<file path="config.mk">
export PLATFORM = sky130hd
export DESIGN_NAME = pipeline_ctrl_flat
export DESIGN_NICKNAME = d
export VERILOG_FILES = /design/src/rtl/pipeline_ctrl_if.sv /design/src/rtl/pipeline_ctrl.sv /design/src/flat_wrapper.sv
export SDC_FILE = /design/constraint.sdc
export NUM_CORES = 1
export LEC_CHECK = 0
export BUFFER_PORTS_ARGS = -buffer_cell sky130_fd_sc_hd__buf_4
export CAP_MARGIN = 10
export CORE_MARGIN = 3
export CORE_UTILIZATION = 59
export CTS_CLUSTER_DIAMETER = 60
export DETAILED_ROUTE_END_ITERATION = 16
export GPL_TIMING_DRIVEN = 0
export PLACE_DENSITY_LB_ADDON = 0.2
export SYNTH_ARGS = -nofsm -noshare
export SYNTH_HDL_FRONTEND = slang
export SYNTH_SLANG_ARGS = --single-unit
</file>
<file path="constraint.sdc">
create_clock -name clk -period 3.73 [get_ports clk]
set_clock_uncertainty 0.1 [all_clocks]
set_input_delay 0.746 -clock clk [delete_from_list [all_inputs] [get_ports clk]]
set_output_delay 0.746 -clock clk [all_outputs]
set_load 0.05 [all_outputs]
</file>
<file path="src/rtl/pipeline_ctrl_if.sv">
// pipeline_ctrl_if
// Groups the per-cycle hazard inputs from the pipeline stages and the
// stall/flush/bubble controls returned to them.
//
// Signalling: there is no valid/ready transfer on this interface. Every
// signal is a level that describes the current cycle. The pipeline presents
// stage status (id_*, ex_*, mm_*, imem_ready), and the controller replies
// combinationally in the same cycle. The pipeline registers sample those
// controls on the next rising clock edge.
//
// master : pipeline side (drives stage status, consumes controls)
// slave  : hazard controller side (consumes stage status, drives controls)
interface pipeline_ctrl_if;
  logic       id_valid;
  logic       id_use_rs1;
  logic       id_use_rs2;
  logic [4:0] id_rs1;
  logic [4:0] id_rs2;
  logic       ex_valid;
  logic       ex_mem_read;
  logic [4:0] ex_rd;
  logic       ex_branch_taken;
  logic       mm_mem_req;
  logic       mm_mem_ready;
  logic       imem_ready;

  logic       pc_stall;
  logic       if_id_stall;
  logic       id_ex_stall;
  logic       ex_mm_stall;
  logic       if_id_flush;
  logic       id_ex_flush;
  logic       mm_wb_bubble;

  modport master (
    output id_valid, id_use_rs1, id_use_rs2, id_rs1, id_rs2,
    output ex_valid, ex_mem_read, ex_rd, ex_branch_taken,
    output mm_mem_req, mm_mem_ready, imem_ready,
    input  pc_stall, if_id_stall, id_ex_stall, ex_mm_stall,
    input  if_id_flush, id_ex_flush, mm_wb_bubble
  );

  modport slave (
    input  id_valid, id_use_rs1, id_use_rs2, id_rs1, id_rs2,
    input  ex_valid, ex_mem_read, ex_rd, ex_branch_taken,
    input  mm_mem_req, mm_mem_ready, imem_ready,
    output pc_stall, if_id_stall, id_ex_stall, ex_mm_stall,
    output if_id_flush, id_ex_flush, mm_wb_bubble
  );
endinterface

</file>
<file path="src/rtl/pipeline_ctrl.sv">
// pipeline_ctrl
// Hazard controller for a five-stage pipeline. It produces stall, flush and
// bubble controls in the same cycle as the hazard. A small FSM tracks
// data-memory waits and enforces a timeout. Two saturating counters record
// stall and branch-flush cycles.
//
// Ports
//   clk, rst_n    : clock, asynchronous active-low reset
//   pif (slave)   : stage status in, pipeline controls out
//   perf_clr      : synchronous clear of stall_count / flush_count
//   state         : FSM state (0 = RUN, 1 = MEM_WAIT)
//   mem_timeout   : sticky flag, set when a memory wait hits MEM_TIMEOUT
//   stall_count   : cycles with pc_stall asserted (saturating)
//   flush_count   : cycles with a branch flush (saturating)
module pipeline_ctrl #(
  parameter int CNT_WIDTH   = 32,
  parameter int MEM_TIMEOUT = 255
) (
  input  logic                 clk,
  input  logic                 rst_n,
  pipeline_ctrl_if.slave       pif,
  input  logic                 perf_clr,
  output logic [1:0]           state,
  output logic                 mem_timeout,
  output logic [CNT_WIDTH-1:0] stall_count,
  output logic [CNT_WIDTH-1:0] flush_count
);

  typedef enum logic [1:0] {
    ST_RUN      = 2'd0,
    ST_MEM_WAIT = 2'd1
  } state_t;

  localparam logic [15:0]          TIMEOUT_VAL = 16'(MEM_TIMEOUT);
  localparam logic [CNT_WIDTH-1:0] CNT_ONE     = CNT_WIDTH'(1);
  localparam logic [CNT_WIDTH-1:0] CNT_MAX     = '1;

  state_t      cur_state;
  logic [15:0] wait_cnt;

  logic mem_hold;
  logic load_use;
  logic in_wait;
  logic wait_expired;
  logic mem_stall;
  logic branch_flush;
  logic load_use_stall;
  logic imem_stall;

  always_comb begin
    mem_hold = pif.mm_mem_req && !pif.mm_mem_ready;
    load_use = pif.ex_valid && pif.ex_mem_read && (pif.ex_rd != 5'd0) && pif.id_valid &&
               ((pif.id_use_rs1 && (pif.id_rs1 == pif.ex_rd)) ||
                (pif.id_use_rs2 && (pif.id_rs2 == pif.ex_rd)));
    in_wait      = (cur_state == ST_MEM_WAIT);
    // In the cycle where the wait expires, the stalls are released. A bubble
    // is still injected into MM/WB, and nothing of lower priority may act,
    // because EX/MM still holds the abandoned access.
    wait_expired = in_wait && !pif.mm_mem_ready && (wait_cnt == TIMEOUT_VAL);
    mem_stall    = in_wait ? (!pif.mm_mem_ready && !wait_expired) : mem_hold;
    // A branch under a memory stall is ignored. EX is frozen, so the branch
    // is seen again once the stall releases.
    branch_flush   = !mem_stall && !wait_expired && pif.ex_branch_taken;
    load_use_stall = !mem_stall && !wait_expired && !pif.ex_branch_taken && load_use;
    imem_stall     = !mem_stall && !wait_expired && !pif.ex_branch_taken && !load_use &&
                     !pif.imem_ready;
  end

  always_comb begin
    pif.pc_stall     = 1'b0;
    pif.if_id_stall  = 1'b0;
    pif.id_ex_stall  = 1'b0;
    pif.ex_mm_stall  = 1'b0;
    pif.if_id_flush  = 1'b0;
    pif.id_ex_flush  = 1'b0;
    pif.mm_wb_bubble = 1'b0;
    if (rst_n) begin
      if (mem_stall) begin
        pif.pc_stall     = 1'b1;
        pif.if_id_stall  = 1'b1;
        pif.id_ex_stall  = 1'b1;
        pif.ex_mm_stall  = 1'b1;
        pif.mm_wb_bubble = 1'b1;
      end else if (wait_expired) begin
        pif.mm_wb_bubble = 1'b1;
      end else if (branch_flush) begin
        pif.if_id_flush  = 1'b1;
        pif.id_ex_flush  = 1'b1;
      end else if (load_use_stall) begin
        // Holding IF/ID while ID/EX takes a bubble gives exactly one bubble.
        // On the next cycle the load has moved on to MM.
        pif.pc_stall     = 1'b1;
        pif.if_id_stall  = 1'b1;
        pif.id_ex_flush  = 1'b1;
      end else if (imem_stall) begin
        pif.pc_stall     = 1'b1;
        pif.if_id_flush  = 1'b1;
      end
    end
  end

  // Memory-wait FSM. wait_cnt counts the cycles spent stalled on the current
  // access, including the RUN cycle that detected the access.
  always_ff @(posedge clk or negedge rst_n) begin
    if (!rst_n) begin
      cur_state   <= ST_RUN;
      wait_cnt    <= 16'd0;
      mem_timeout <= 1'b0;
    end else begin
      case (cur_state)
        ST_RUN: begin
          if (mem_hold) begin
            cur_state <= ST_MEM_WAIT;
            wait_cnt  <= 16'd1;
          end
        end
        ST_MEM_WAIT: begin
          if (pif.mm_mem_ready) begin
            cur_state <= ST_RUN;
            wait_cnt  <= 16'd0;
          end else if (wait_expired) begin
            cur_state   <= ST_RUN;
            wait_cnt    <= 16'd0;
            mem_timeout <= 1'b1;
          end else begin
            wait_cnt <= wait_cnt + 16'd1;
          end
        end
        default: begin
          cur_state <= ST_RUN;
          wait_cnt  <= 16'd0;
        end
      endcase
    end
  end

  assign state = cur_state;

  always_ff @(posedge clk or negedge rst_n) begin
    if (!rst_n) begin
      stall_count <= '0;
      flush_count <= '0;
    end else if (perf_clr) begin
      stall_count <= '0;
      flush_count <= '0;
    end else begin
      if (pif.pc_stall && (stall_count != CNT_MAX)) stall_count <= stall_count + CNT_ONE;
      if (branch_flush && (flush_count != CNT_MAX)) flush_count <= flush_count + CNT_ONE;
    end
  end

endmodule

</file>
<file path="src/flat_wrapper.sv">
// flat-port wrapper written by rule: the top's interface ports become plain ports
module pipeline_ctrl_flat 
#(
  parameter int CNT_WIDTH   = 32,
  parameter int MEM_TIMEOUT = 255
)
  (clk, rst_n, perf_clr, state, mem_timeout, stall_count, flush_count, pif_id_valid, pif_id_use_rs1, pif_id_use_rs2, pif_id_rs1, pif_id_rs2, pif_ex_valid, pif_ex_mem_read, pif_ex_rd, pif_ex_branch_taken, pif_mm_mem_req, pif_mm_mem_ready, pif_imem_ready, pif_pc_stall, pif_if_id_stall, pif_id_ex_stall, pif_ex_mm_stall, pif_if_id_flush, pif_id_ex_flush, pif_mm_wb_bubble);
  pipeline_ctrl_if pif_i ();
  input  logic clk;
  input  logic rst_n;
  input  logic perf_clr;
  output logic [1:0] state;
  output logic mem_timeout;
  output logic [CNT_WIDTH-1:0] stall_count;
  output logic [CNT_WIDTH-1:0] flush_count;
  input wire logic [$bits(pif_i.id_valid)-1:0] pif_id_valid;
  input wire logic [$bits(pif_i.id_use_rs1)-1:0] pif_id_use_rs1;
  input wire logic [$bits(pif_i.id_use_rs2)-1:0] pif_id_use_rs2;
  input wire logic [$bits(pif_i.id_rs1)-1:0] pif_id_rs1;
  input wire logic [$bits(pif_i.id_rs2)-1:0] pif_id_rs2;
  input wire logic [$bits(pif_i.ex_valid)-1:0] pif_ex_valid;
  input wire logic [$bits(pif_i.ex_mem_read)-1:0] pif_ex_mem_read;
  input wire logic [$bits(pif_i.ex_rd)-1:0] pif_ex_rd;
  input wire logic [$bits(pif_i.ex_branch_taken)-1:0] pif_ex_branch_taken;
  input wire logic [$bits(pif_i.mm_mem_req)-1:0] pif_mm_mem_req;
  input wire logic [$bits(pif_i.mm_mem_ready)-1:0] pif_mm_mem_ready;
  input wire logic [$bits(pif_i.imem_ready)-1:0] pif_imem_ready;
  output wire logic [$bits(pif_i.pc_stall)-1:0] pif_pc_stall;
  output wire logic [$bits(pif_i.if_id_stall)-1:0] pif_if_id_stall;
  output wire logic [$bits(pif_i.id_ex_stall)-1:0] pif_id_ex_stall;
  output wire logic [$bits(pif_i.ex_mm_stall)-1:0] pif_ex_mm_stall;
  output wire logic [$bits(pif_i.if_id_flush)-1:0] pif_if_id_flush;
  output wire logic [$bits(pif_i.id_ex_flush)-1:0] pif_id_ex_flush;
  output wire logic [$bits(pif_i.mm_wb_bubble)-1:0] pif_mm_wb_bubble;
  assign pif_i.id_valid = pif_id_valid;
  assign pif_i.id_use_rs1 = pif_id_use_rs1;
  assign pif_i.id_use_rs2 = pif_id_use_rs2;
  assign pif_i.id_rs1 = pif_id_rs1;
  assign pif_i.id_rs2 = pif_id_rs2;
  assign pif_i.ex_valid = pif_ex_valid;
  assign pif_i.ex_mem_read = pif_ex_mem_read;
  assign pif_i.ex_rd = pif_ex_rd;
  assign pif_i.ex_branch_taken = pif_ex_branch_taken;
  assign pif_i.mm_mem_req = pif_mm_mem_req;
  assign pif_i.mm_mem_ready = pif_mm_mem_ready;
  assign pif_i.imem_ready = pif_imem_ready;
  assign pif_pc_stall = pif_i.pc_stall;
  assign pif_if_id_stall = pif_i.if_id_stall;
  assign pif_id_ex_stall = pif_i.id_ex_stall;
  assign pif_ex_mm_stall = pif_i.ex_mm_stall;
  assign pif_if_id_flush = pif_i.if_id_flush;
  assign pif_id_ex_flush = pif_i.id_ex_flush;
  assign pif_mm_wb_bubble = pif_i.mm_wb_bubble;
  pipeline_ctrl #(.CNT_WIDTH(CNT_WIDTH), .MEM_TIMEOUT(MEM_TIMEOUT)) u_core (.clk(clk), .rst_n(rst_n), .pif(pif_i), .perf_clr(perf_clr), .state(state), .mem_timeout(mem_timeout), .stall_count(stall_count), .flush_count(flush_count));
endmodule
</file>
After elaboration in Yosys (flattened, before gate mapping) --
Index checks and enable logic that the tools add are counted.
Word-level totals: bits in registers 83, input bits 27, output and inout bits 74, logic and storage cells 86
Cells by class: $add $sub $neg 3, equality and inequality tests 8, muxes and demuxes 38, bitwise gates (word level) 1, reductions and logical operators 31
Operators with widths (number):
- 32-bit two-way mux | 4
- 32-bit by 1-bit adder with 32-bit output, second input constant | 2
- 32-bit != test, second input constant | 2
- 16-bit two-way mux | 3
- 16-bit one-hot mux with 2 select lines | 1
- 1-bit two-way mux | 26
- 1-bit logical AND | 18
- 16-bit by 1-bit adder with 16-bit output, second input constant | 1
- 16-bit by 8-bit == test with 1-bit output, second input constant | 1
- 5-bit == test | 2
- 1-bit logical NOT | 6
- 2-bit two-way mux | 3
- 5-bit nonzero test | 1
- 2-bit one-hot mux with 2 select lines | 1
- 2-bit nonzero test | 2
- 3-bit != test, second input constant | 1
- 3-bit AND reduction | 1
- 2-bit by 1-bit == test with 1-bit output, second input constant | 1
- 2-bit logical NOT | 1
- 2-bit by 1-bit != test with 1-bit output, second input constant | 1
- 2-bit AND reduction | 1
- 1-bit logical OR | 1
- 1-bit inverter | 1

Longest topological paths before layout --
Gate-level depths: netlist of the first run.
depth in word-level cells 20, gate-level depth with buffers 9, gate-level depth less buffers 8

Least setup slack after synthesis of the first run --
No wires, ideal clock.
path kind input to output, start input pif_ex_rd[1], end output pif_if_id_stall, data arrival time 2758 ps, required time 2884 ps, slack 126 ps, cell stages on the path 6, buffers on the path 0, cell sequence xnor2_1 > nand4_1 > o22ai_1 > nand2b_1 > o21ai_0 > nor3b_1
On the way: word-level cells in the longest chain between the ends 10, elaborated cells between the ends (all ways) 15, classes of those cells 2 x eq/ne; 5 x mux; 8 x reduce/logical
Ends and longest elaborated chain:
- start, declared | line flat_wrapper.sv:23 | input wire logic [$bits(pif_i.ex_rd)-1:0] pif_ex_rd;
- 5-bit == test, or another cell as far along | line pipeline_ctrl.sv:53 | ((pif.id_use_rs1 && (pif.id_rs1 == pif.ex_rd)) ||
- 1-bit logical AND, on equally long branches | line pipeline_ctrl.sv:53, pipeline_ctrl.sv:52, pipeline_ctrl.sv:54
- 1-bit logical OR / 1-bit logical AND (equally long branches) | line pipeline_ctrl.sv:53, pipeline_ctrl.sv:52
- 1-bit logical AND * | line pipeline_ctrl.sv:52 | load_use = pif.ex_valid && pif.ex_mem_read && (pif.ex_rd != 5'd0) && pif.id_valid &&
- 1-bit logical AND * | line pipeline_ctrl.sv:64 | load_use_stall = !mem_stall && !wait_expired && !pif.ex_branch_taken && load_use;
- 1-bit two-way mux * | line pipeline_ctrl.sv:89 | end else if (load_use_stall) begin
- 1-bit two-way mux * | line pipeline_ctrl.sv:86 | end else if (branch_flush) begin
- 1-bit two-way mux * | line pipeline_ctrl.sv:84 | end else if (wait_expired) begin
- 1-bit two-way mux * | line pipeline_ctrl.sv:78 | if (mem_stall) begin
- 1-bit two-way mux * | line pipeline_ctrl.sv:77 | if (rst_n) begin
- end, declared | line flat_wrapper.sv:29 | output wire logic [$bits(pif_i.if_id_stall)-1:0] pif_if_id_stall;
Every way passes the cells marked *; elsewhere a longest branch is shown, timed or not.

Worst setup path in the final report of the first run --
start input rst_n, end output pif_pc_stall
On the way: word-level cells in the longest chain between the ends 1
Ends and longest elaborated chain:
- start, declared | line flat_wrapper.sv:10 | input logic rst_n;
- 1-bit two-way mux | line pipeline_ctrl.sv:77
- end, declared | line flat_wrapper.sv:28 | output wire logic [$bits(pif_i.pc_stall)-1:0] pif_pc_stall;
No other way between the ends.

==> summary.md, run 1 <==
| Metric | Value |
|---|---|
| Via Count | 4,672 |
| Post-synth top area cell | dfrtp_1 |
| Die ar. | 0.00924 mm² |
| Seq cells post-synth | 82 |
| DRT Pass-1 Iters | 4 |
| Crit path DAT | about 2500 ps |
| Final wirelength | 12.8 mm |
| Num CTS Buffers | 9 |
| Post-synth top area share | 42.8% |
| Sequential cell fraction of total power | 50.0% |
| VDD IR-drop max | 0.000224 V |
| Worst r2r src | u_core.wait_cnt[0] |
| Clk slew on worst S/H paths | about 100 ps |
| Outcome | complete, no violations |
| Setup TNS | 0 ps |
| Layout cell share with drive strength beyond 1 | 22.8% |
| Tot Pwr | 1.83 mW |
| PwrDens | 311 mW/mm² |
| # fillers | 600 |
| Mapped Avg Cell Area | 9.11 µm² |
| Htree depth | 3 |
| Commonest non-fill, non-tap cell in the layout | buf_4 |
| Count of cell types in the netlist | 57 |
| Fmax | about 0.30 GHz |
| Mapped cell area | 0.00479 mm² |
| Max Transition Viols Final | 0 |
| Final setup viols | 0 |
| Worst-path fanout max | 85 |
| # Post-CTS Setup Buffers | 0 |
| Post-synth EDFFs | 0 |
| Most frequent cells in the layout | buf_4 (101), dfrtp_1 (82), nor2_1 (52) |
| Initial detailed-routing violation count | 277 |
| Max-cap viol count | 0 |
| CP required | 2880 ps |
| Clk Tree Root Cell | clkbuf_8 |
| Vias in the first global route | about 4,400 |
| Core area | 0.00781 mm² |
| Synth warn | 0 |
| Fin nets | 666 |
| First-pass GRT wire length | roughly 21 mm |
| Largest net degree at the start of global routing | 86 |
| Internal power | 1.31 mW |
| Worst reg2reg path depth | 8 |
| Top Ports | 101 |
| Site Rows | 32 |
| Number of port buffers | 99 |
| CTS max path bufs | 2 |
| Ys flop type | dfrtp_1 |
| Routed vias/inst | 6.29 |
| Initial antenna violation count | 0 |
| Final global-route overflow total | 0 |
| Dominant cells by area after synthesis | dfrtp_1 (43%), xnor2_1 (5.5%), nor2_1 (4.1%) |
| Worst min path class | primary input to async pin |
| Starting Density | between 60 and 70% |
| # DRC | 0 |
| Clk pwr share | 37.4% |
| Fin crit share | 89.7% |
| Diode count | 0 |
| Crit path kind | primary input to output port |
| Reg-to-reg endpoint | u_core.wait_cnt[3] |
| Net Sw Frac | 28.2% |
| RSZ-0062 raised after global routing | false |
| Die W | 96.1 µm |
| Die height | 96.1 µm |
| Critical path endpoint category | output port |
| Placer Congestion | roughly 0.91 |
| CP Launch Type | primary input |
| Post-synthesis net count | around 560 |
| Asr flop ratio synth | 100% |
| Clk_lat worst skew | 370 ps |
| Psw | approximately 0.51 mW |
| Area grow syn2layout | 22.6% |
| ANT nets after route | 0 |
| CTS sink cnt | 82 |
| LEAKAGE | 2.56 nW |
| Final Critical Period | 3350 ps |
| Sequential-to-total area share from yosys stat | 42.8% |
| Worst slew pin tran | 773 ps |
| Dpl hpwl | 9.17 mm |
| Tot GR Track Use | 29.0% |
| Worst slew margin | 48.5% |
| Logic pwr share | 12.7% |
| TritonCTS clock tree | done |
| DR WL/cell | 17.2 µm |
| Gate Count Post-Synth | 526 |
| Hold Vio Cnt, Final | 0 |
| R2R Setup Slk | 1090 ps |
## metal layers
layer	share of wire, %	wire length [µm]	global-route usage [%]
met1	41	5260	38.0
met2	50	6400	47.7
met3	6.3	800	3.99
met4	2.6	328	12.9
met5	0	0	0
## cell usage after synthesis (11+ instances only)
library cell,instances
nor4_1,14
o21ai_0,30
xnor2_1,30
xor2_1,11
nand2_1,35
and3_1,15
nand3_1,30
nor3_1,11
a21oi_1,32
nand4_1,23
or4_1,12
o31ai_1,15
dfrtp_1,82
clkbuf_1,14
or3_1,16
nor2_1,52
## cell families (layout without fill, tap and decap cells)
kind of cell / after synthesis / in the layout / synth area share (%)
fa+ha+maj: 3 / 3 / 0.784
mux: 4 / 4 / 0.993
simple gates: 256 / 256 / 30.4
buf+inv: 33 / 148 / 3.45
compound gates: 106 / 106 / 14.0
flops: 82 / 82 / 42.8
xor+xnor: 41 / 41 / 7.50
other cells: 1 / 1 / 0.0783
## area by class of cell
class,count,area [µm²],area share [%]
well taps,102,128,2.17
repair buffers,99,747,12.7
clock inverters,6,71.3,1.21
plain buffers,26,139,2.36
inverters,7,26.3,0.447
clock buffers,10,138,2.34
flip-flops and latches,82,2050,34.9
multi-input cells,411,2570,43.8
## power groups by stage
stage / clock, mW / combinational, mW / sequential (mW)
floorplan: 0 / 0.120 / 0.944
global placement: 0 / 0.225 / 0.928
detailed placement: 0 / 0.230 / 0.929
CTS: 0.691 / 0.230 / 0.911
global route: 0.728 / 0.251 / 0.914
finish: 0.682 / 0.231 / 0.912
## registers in the layout, summed over array words and instances, names as in the netlist
signal	cells
u_core.flush_count	32
u_core.wait_cnt	16
u_core.stall_count	32
u_core.state	1
u_core.mem_timeout	1
## worst max-delay path, stage by stage
cell and delay, ps:
buf_6 530, inv_1 240, a311oi_1 270, or3_4 200, a21oi_2 60, inv_2 150
buf_4 210
## stage by stage
stage	hold WS [ps]	worst slack (ps)	util (%)	instances	instance area, µm²
global placement	361	97.8	72.5	727	5660
floorplan	350	126	-	526	4790
CTS	388	94.9	75.2	743	5870
finish	291	383	75.2	743	5870
global route	361	209	75.2	743	5870
detailed placement	366	94.8	72.5	727	5660
## what timing repair did
item	CTS	global route
hold buffers	0	0
resized for setup	0	1
setup endpoints to repair	0	1
## worst max path at each step
stage / start / to / cells after the start
6_report: rst_n / pif_pc_stall / 7
3_5_place_dp: rst_n / pif_pc_stall / 7
3_3_place_gp: rst_n / pif_pc_stall / 7
5_1_grt: rst_n / pif_pc_stall / 7
2_1_floorplan: pif_ex_rd[1] / pif_if_id_stall / 6
4_1_cts: rst_n / pif_pc_stall / 7
Note: power is estimated with default switching activity, not from simulation.
==> inputs of run 2 (changes only) <==
Settings changed: PLACE_DENSITY set to 0.93, PLACE_DENSITY_LB_ADDON 0.2 to not set.
==> run 2 against run 1 <==
  * Critical path depth did not move
  * Non-clock buffer count unchanged
  * Combinational power hardly changed
  * Fmax is 0.23% lower
  * Via count is 1.7% higher
  * Critical path type unchanged
  * Largest cell class unchanged
==> summary.md, run 2 (synthesis results as in run 1) <==
| Metric | Value |
|---|---|
| Worst r2r src | u_core.stall_count[0] |
| Largest net degree at the start of global routing | 86 (unchanged) |
| Setup TNS | 0 ps (unchanged) |
| Outcome | complete, no violations |
| Die height | 96.1 µm (unchanged) |
| VDD IR-drop max | 0.000188 V (-16%) |
| Setup WS post-layout | 375 ps (-7.58 ps) |
| Die W | 96.1 µm (unchanged) |
| Area grow syn2layout | 22.3% |
| Number of cells on the critical path | 7 (unchanged) |
| CTS sink cnt | 82 (unchanged) |
| Site Rows | 32 (unchanged) |
| Worst reg2reg path depth | 8 (unchanged) |
| Most frequent cells in the layout | buf_4 (101), dfrtp_1 (82), nor2_1 (52) |
| Fmax | 0.298 GHz (-0.23%) |
| Commonest non-fill, non-tap cell in the layout | buf_4 |
| # Post-CTS Setup Buffers | 0 (unchanged) |
| R2R Setup Slk | 1150 ps (+60 ps) |
| Max-cap viol count | 0 (unchanged) |
| DR WL/cell | 17.7 µm (+2.6%) |
| Clk_lat worst skew | 360 ps (about the same) |
| Routed vias/inst | 6.41 (+1.9%) |
| Worst slew pin tran | 768 ps (-4.59 ps) |
| CP endpoint | pif_pc_stall |
| Top Ports | 101 (unchanged) |
| RSZ-0062 raised after global routing | false |
| Critical path endpoint category | output port |
| TritonCTS clock tree | done |
| Initial antenna violation count | 0 (unchanged) |
| Diode count | 0 (unchanged) |
| Final wirelength | 13.1 mm (+2.5%) |
| LEAKAGE | 2.56 nW (-0.16%) |
| Fin crit share | 89.9% (+0.20 points) |
| Tot GR Track Use | 29.2% (+0.22 points) |
| CP required | 2880 ps (about the same) |
| DRT Pass-1 Iters | 6 (+2) |
| Hold Vio Cnt, Final | 0 (unchanged) |
| Final Critical Period | 3350 ps (+7.58 ps) |
| Reg-to-reg endpoint | u_core.stall_count[12] |
| Worst slack at placement | 104 ps (+8.88 ps) |
| PwrDens | 308 mW/mm² (-0.82%) |
| Layout cell share with drive strength beyond 1 | 22.5% (-0.28 points) |
| Via Count | 4,753 (+1.7%) |
| Max Transition Viols Final | 0 (unchanged) |
| # DRC | 0 (unchanged) |
| Worst min path class | primary input to async pin |
| Crit path DAT | 2510 ps (about the same) |
| Fin nets | 666 (unchanged) |
| Largest delay share family, worst path | buffers and inverters |
| CP max-delay cell | buf_6 |
| CP Launch Type | primary input |
| Final global-route overflow total | 0 (unchanged) |
| Htree depth | 3 (unchanged) |
| CP startpoint | rst_n |
| WP buf/inv | 4 (unchanged) |
| Clk Tree Root Cell | clkbuf_8 |
| Crit path kind | primary input to output port |
| ANT nets after route | 0 (unchanged) |
| Placer Congestion | 0.898 (-1.4%) |
| Die ar. | 0.00924 mm² (unchanged) |
| Critical path cell sequence | buf_6 -> inv_1 -> a311oi_1 -> or3_4 -> a21oi_2 -> inv_2 -> buf_4 |
| Core area | 0.00781 mm² (unchanged) |
| Dpl hpwl | 9.32 mm (+1.6%) |
| Final setup viols | 0 (unchanged) |
| Starting Density | 61.3% (unchanged) |
| Clk slew on worst S/H paths | 90 ps (about the same) |
| Worst slew margin | 48.8% (+0.31 points) |
| Number of port buffers | 99 (unchanged) |
| CTS max path bufs | 2 (unchanged) |
| Num CTS Buffers | 9 (unchanged) |
| Worst-path fanout max | 85 (unchanged) |
| Initial detailed-routing violation count | 313 (+13%) |
| Vias in the first global route | 4,452 (+0.13%) |
| Largest stage delay on the critical path | 560 ps (+30 ps) |
| Regs by FF count | u_core.flush_count: 32 flops, u_core.stall_count: 32 flops, u_core.wait_cnt: 16 flops |
| First-pass GRT wire length | 21.2 mm (about the same) |
[run 2: metal layers]
layer | wire length (µm) | GRT usage [%]
met5 | 0 | 0
met4 | 315 | 12.9
met3 | 1120 | 4.69
met2 | 6360 | 47.4
met1 | 5310 | 38.5
[run 2: through the flow]
stage	hold slack (ps)	instances	utilization [%]	power, mW	cell area (µm²)
floorplan	350	526	-	1.06	4790
global placement	362	727	72.5	1.15	5660
detailed placement	361	727	72.5	1.16	5660
CTS	386	742	75.0	1.80	5850
global route	392	742	75.0	1.86	5860
finish	333	742	75.0	1.81	5860
[run 2: worst min path at each step]
stage | endpoint | cells past startpoint | startpoint
after floorplan | u_core.flush_count[0] | 0 | rst_n
after global placement | u_core.mem_timeout | 1 | u_core.mem_timeout
after detailed placement | u_core.mem_timeout | 1 | u_core.mem_timeout
after CTS | u_core.mem_timeout | 1 | u_core.mem_timeout
after global routing | u_core.stall_count[7] | 1 | rst_n
final | u_core.stall_count[8] | 1 | rst_n
[run 2: layout make-up]
cell class	instances	area [µm²]
Fill cell	548	1950
Timing Repair Buffer	99	747
Inverter	7	26.3
Tap cell	102	128
Clock buffer	11	141
Clock inverter	4	51.3
Sequential cell	82	2050
Multi-Input combinational cell	411	2570
Buffer	26	139
[run 2: where the power goes]
group / switching (mW) / internal [mW] / total (mW)
Sequential: 0.0145 / 0.898 / 0.912
Clock: 0.334 / 0.326 / 0.660
Combinational: 0.154 / 0.0789 / 0.233
Total: 0.503 / 1.30 / 1.81
[run 2: worst register-to-register path, cell delays in order (launching register included)]
cell       delay [ps]
dfrtp_1           460
ha_1              280
nand4_1           120
nor4_2             70
a2111oi_2         470
a22oi_4           150
clkbuf_2          260
or4_1             430
a21oi_1           160
[run 2: repair_timing]
item,in CTS,in global routing
hold buffers,0,0
resized for setup,0,1
setup endpoints to repair,0,1
==> inputs of run 3 (changes only) <==
Settings changed: CORE_UTILIZATION 59 to 35, PLACE_DENSITY 0.93 to 0.63, SKIP_CTS_REPAIR_TIMING set to 1.
==> run 3 against run 2 <==
  * Global-route usage shrank 12 points
  * Clock power grew 39%
  * Combinational power is essentially flat
  * Final cell count grew 10%
  * First-iteration DRC count grew 1.3%
  * Sequential share of layout area shrank 1.2 points
  * Count of clock-buffer cells in the layout grew 2
  * Routed wire length grew 0.80%
  * Largest cell class unchanged
  * Die area grew 64%
  * Power grew 14%
  * Critical path depth is the same
  * Worst hold slack gained 5.3 ps
==> summary.md, run 3 (synthesis results as in run 1) <==
| Metric | Value |
|---|---|
| Clk pwr share | 44.4% (+7.8 points) |
| Net Sw Frac | 25.1% (-2.8 points) |
| Diode count | 0 (unchanged) |
| CTS sink cnt | 82 (unchanged) |
| WP buf/inv | 4 (unchanged) |
| LEAKAGE | 2.61 nW (+2.2%) |
| Number of port buffers | 99 (unchanged) |
| Crit path kind | primary input to output port |
| Hold Vio Cnt, Final | 0 (unchanged) |
| Starting Density | 36.0% (-25 points) |
| CP required | 2880 ps (about the same) |
| Via Count | 4,568 (-3.9%) |
| Htree depth | 3 (unchanged) |
| ANT nets after route | 0 (unchanged) |
| Layout cell share with drive strength beyond 1 | 22.5% (unchanged) |
| Commonest non-fill, non-tap cell in the layout | buf_4 |
| Largest delay share family, worst path | buffers and inverters |
| Outcome | complete, no violations |
| DR WL/cell | 16.2 µm (-8.3%) |
| Initial detailed-routing violation count | 317 (+1.3%) |
| Most frequent cells in the layout | buf_4 (101), dfrtp_1 (82), nor2_1 (52) |
| Vias in the first global route | 4,228 (-5.0%) |
| Placer Congestion | 0.874 (-2.7%) |
| Critical path endpoint category | output port |
| Crit path DAT | 2610 ps (+100 ps) |
| Internal power | 1.55 mW (+19%) |
| Dpl hpwl | 9.65 mm (+3.5%) |
| Clk Tree Root Cell | clkbuf_16 |
| CP max-delay cell | buf_6 |
| Final Critical Period | 3460 ps (+101 ps) |
| Setup TNS | 0 ps (unchanged) |
| DRT Pass-1 Iters | 7 (+1) |
| Die W | 123 µm (+28%) |
| # fillers | 1,287 (+130%) |
| Worst-path fanout max | 85 (unchanged) |
| Worst slack at placement | 22.9 ps (-80.8 ps) |
| Setup WS post-layout | 275 ps (-101 ps) |
| Max Transition Viols Final | 0 (unchanged) |
| Final hold slack | 339 ps (+5.26 ps) |
| Num CTS Buffers | 9 (unchanged) |
| Largest stage delay on the critical path | 550 ps (about the same) |
| Core area | 0.0133 mm² (+70%) |
| VDD IR-drop max | 0.000188 V (about the same) |
| Fin nets | 666 (unchanged) |
| CP Launch Type | primary input |
| Sequential cell fraction of total power | 44.2% (-6.3 points) |
| Worst min path class | primary input to async pin |
| Regs by FF count | u_core.flush_count: 32 flops, u_core.stall_count: 32 flops, u_core.wait_cnt: 16 flops |
| PwrDens | 341 mW/mm² (+10%) |
| Area grow syn2layout | 26.6% |
| Fmax | 0.289 GHz (-2.9%) |
| Worst slew margin | 45.7% (-3.1 points) |
| # DRC | 0 (unchanged) |
| Worst slew pin tran | 814 ps (+46.3 ps) |
| CTS max path bufs | 2 (unchanged) |
| First-pass GRT wire length | 21.4 mm (+1.0%) |
| Final setup viols | 0 (unchanged) |
| Die height | 123 µm (+28%) |
| Psw | 0.517 mW (+2.9%) |
| Largest net degree at the start of global routing | 86 (unchanged) |
| Critical path cell sequence | buf_6 -> inv_1 -> a311oi_1 -> or3_4 -> a21oi_2 -> inv_2 -> buf_4 |
| Fin crit share | 92.6% (+2.7 points) |
| Die ar. | 0.0151 mm² (+64%) |
| Tot GR Track Use | 17.5% (-12 points) |
| Routed vias/inst | 5.60 (-13%) |
| Logic pwr share | 11.3% (-1.6 points) |
| TritonCTS clock tree | done |
| Top Ports | 101 (unchanged) |
| Reg area | 0.00205 mm² (unchanged) |
| Clk_lat worst skew | 340 ps (-20 ps) |
| Clk slew on worst S/H paths | 60 ps (-30 ps) |
| Site Rows | 42 (+31%) |
| Multi-input logic area | 0.00257 mm² (unchanged) |
| RSZ-0062 raised after global routing | false |
| Final global-route overflow total | 0 (unchanged) |
| Final wirelength | 13.2 mm (+0.80%) |
| Max-cap viol count | 0 (unchanged) |
| Initial antenna violation count | 0 (unchanged) |
[run 3: cell types whose count changed in the layout (fill, tap and decap cells not counted)]
cell / delta
clkinvlp_4: -1
clkbuf_8: -7
inv_6: -1
clkbuf_16: +9
[run 3: worst paths after layout]
kind                       depth (start not counted)                     end  slack [ps]                from
setup / recovery                                   7            pif_pc_stall         270               rst_n
hold / removal                                     1  u_core.stall_count[10]         340               rst_n
setup reg to reg                                   8      u_core.wait_cnt[3]        1170  u_core.wait_cnt[0]
hold reg to reg                                    1      u_core.mem_timeout         370  u_core.mem_timeout
max in group asynchronous                          1      u_core.wait_cnt[9]        2600               rst_n
min in group clk                                   1      u_core.mem_timeout         370  u_core.mem_timeout
[run 3: area by class of cell]
class                   instances  share of cell area [%]
flip-flops and latches         82                    33.8
inverters                       7                   0.433
repair buffers                 99                    12.3
clock inverters                 2                   0.578
plain buffers                  26                    2.29
clock buffers                  13                    4.46
multi-input cells             411                    42.4
well taps                     176                    3.63
[run 3: routing by layer]
metal / wire (µm) / global-route usage (%) / vias to the layer above
met2: 6040 / 27.0 / 138
met1: 6210 / 25.2 / 2240
met5: 0 / 0 / -
li1: - / - / 2175
met3: 765 / 3.61 / 15
met4: 189 / 4.57 / 0
[run 3: metrics by stage]
| step | total power [mW] | std cells | cell area, µm² | util (%) |
|---|---|---|---|---|
| after floorplan | 1.06 | 526 | 4790 | - |
| after global placement | 1.16 | 801 | 5750 | 43.3 |
| after detailed placement | 1.16 | 801 | 5750 | 43.3 |
| after CTS | 2.08 | 816 | 6060 | 45.6 |
| after global routing | 2.14 | 816 | 6060 | 45.6 |
| final | 2.06 | 816 | 6060 | 45.6 |
[run 3: worst register-to-register path, stage by stage (launching register included)]
cell      delay, ps
dfrtp_1         400
ha_1            230
and3_1          210
nand2_1         160
o21ai_1         530
clkbuf_1        430
nor2_1           90
o21ai_0         180
o31ai_1         100
[run 3: power groups by stage]
stage	Clock, mW	Sequential [mW]	Combinational [mW]
3_3_place_gp	0	0.929	0.231
4_1_cts	0.935	0.913	0.235
5_1_grt	0.970	0.915	0.254
2_1_floorplan	0	0.944	0.120
3_5_place_dp	0	0.930	0.234
6_report	0.917	0.913	0.234
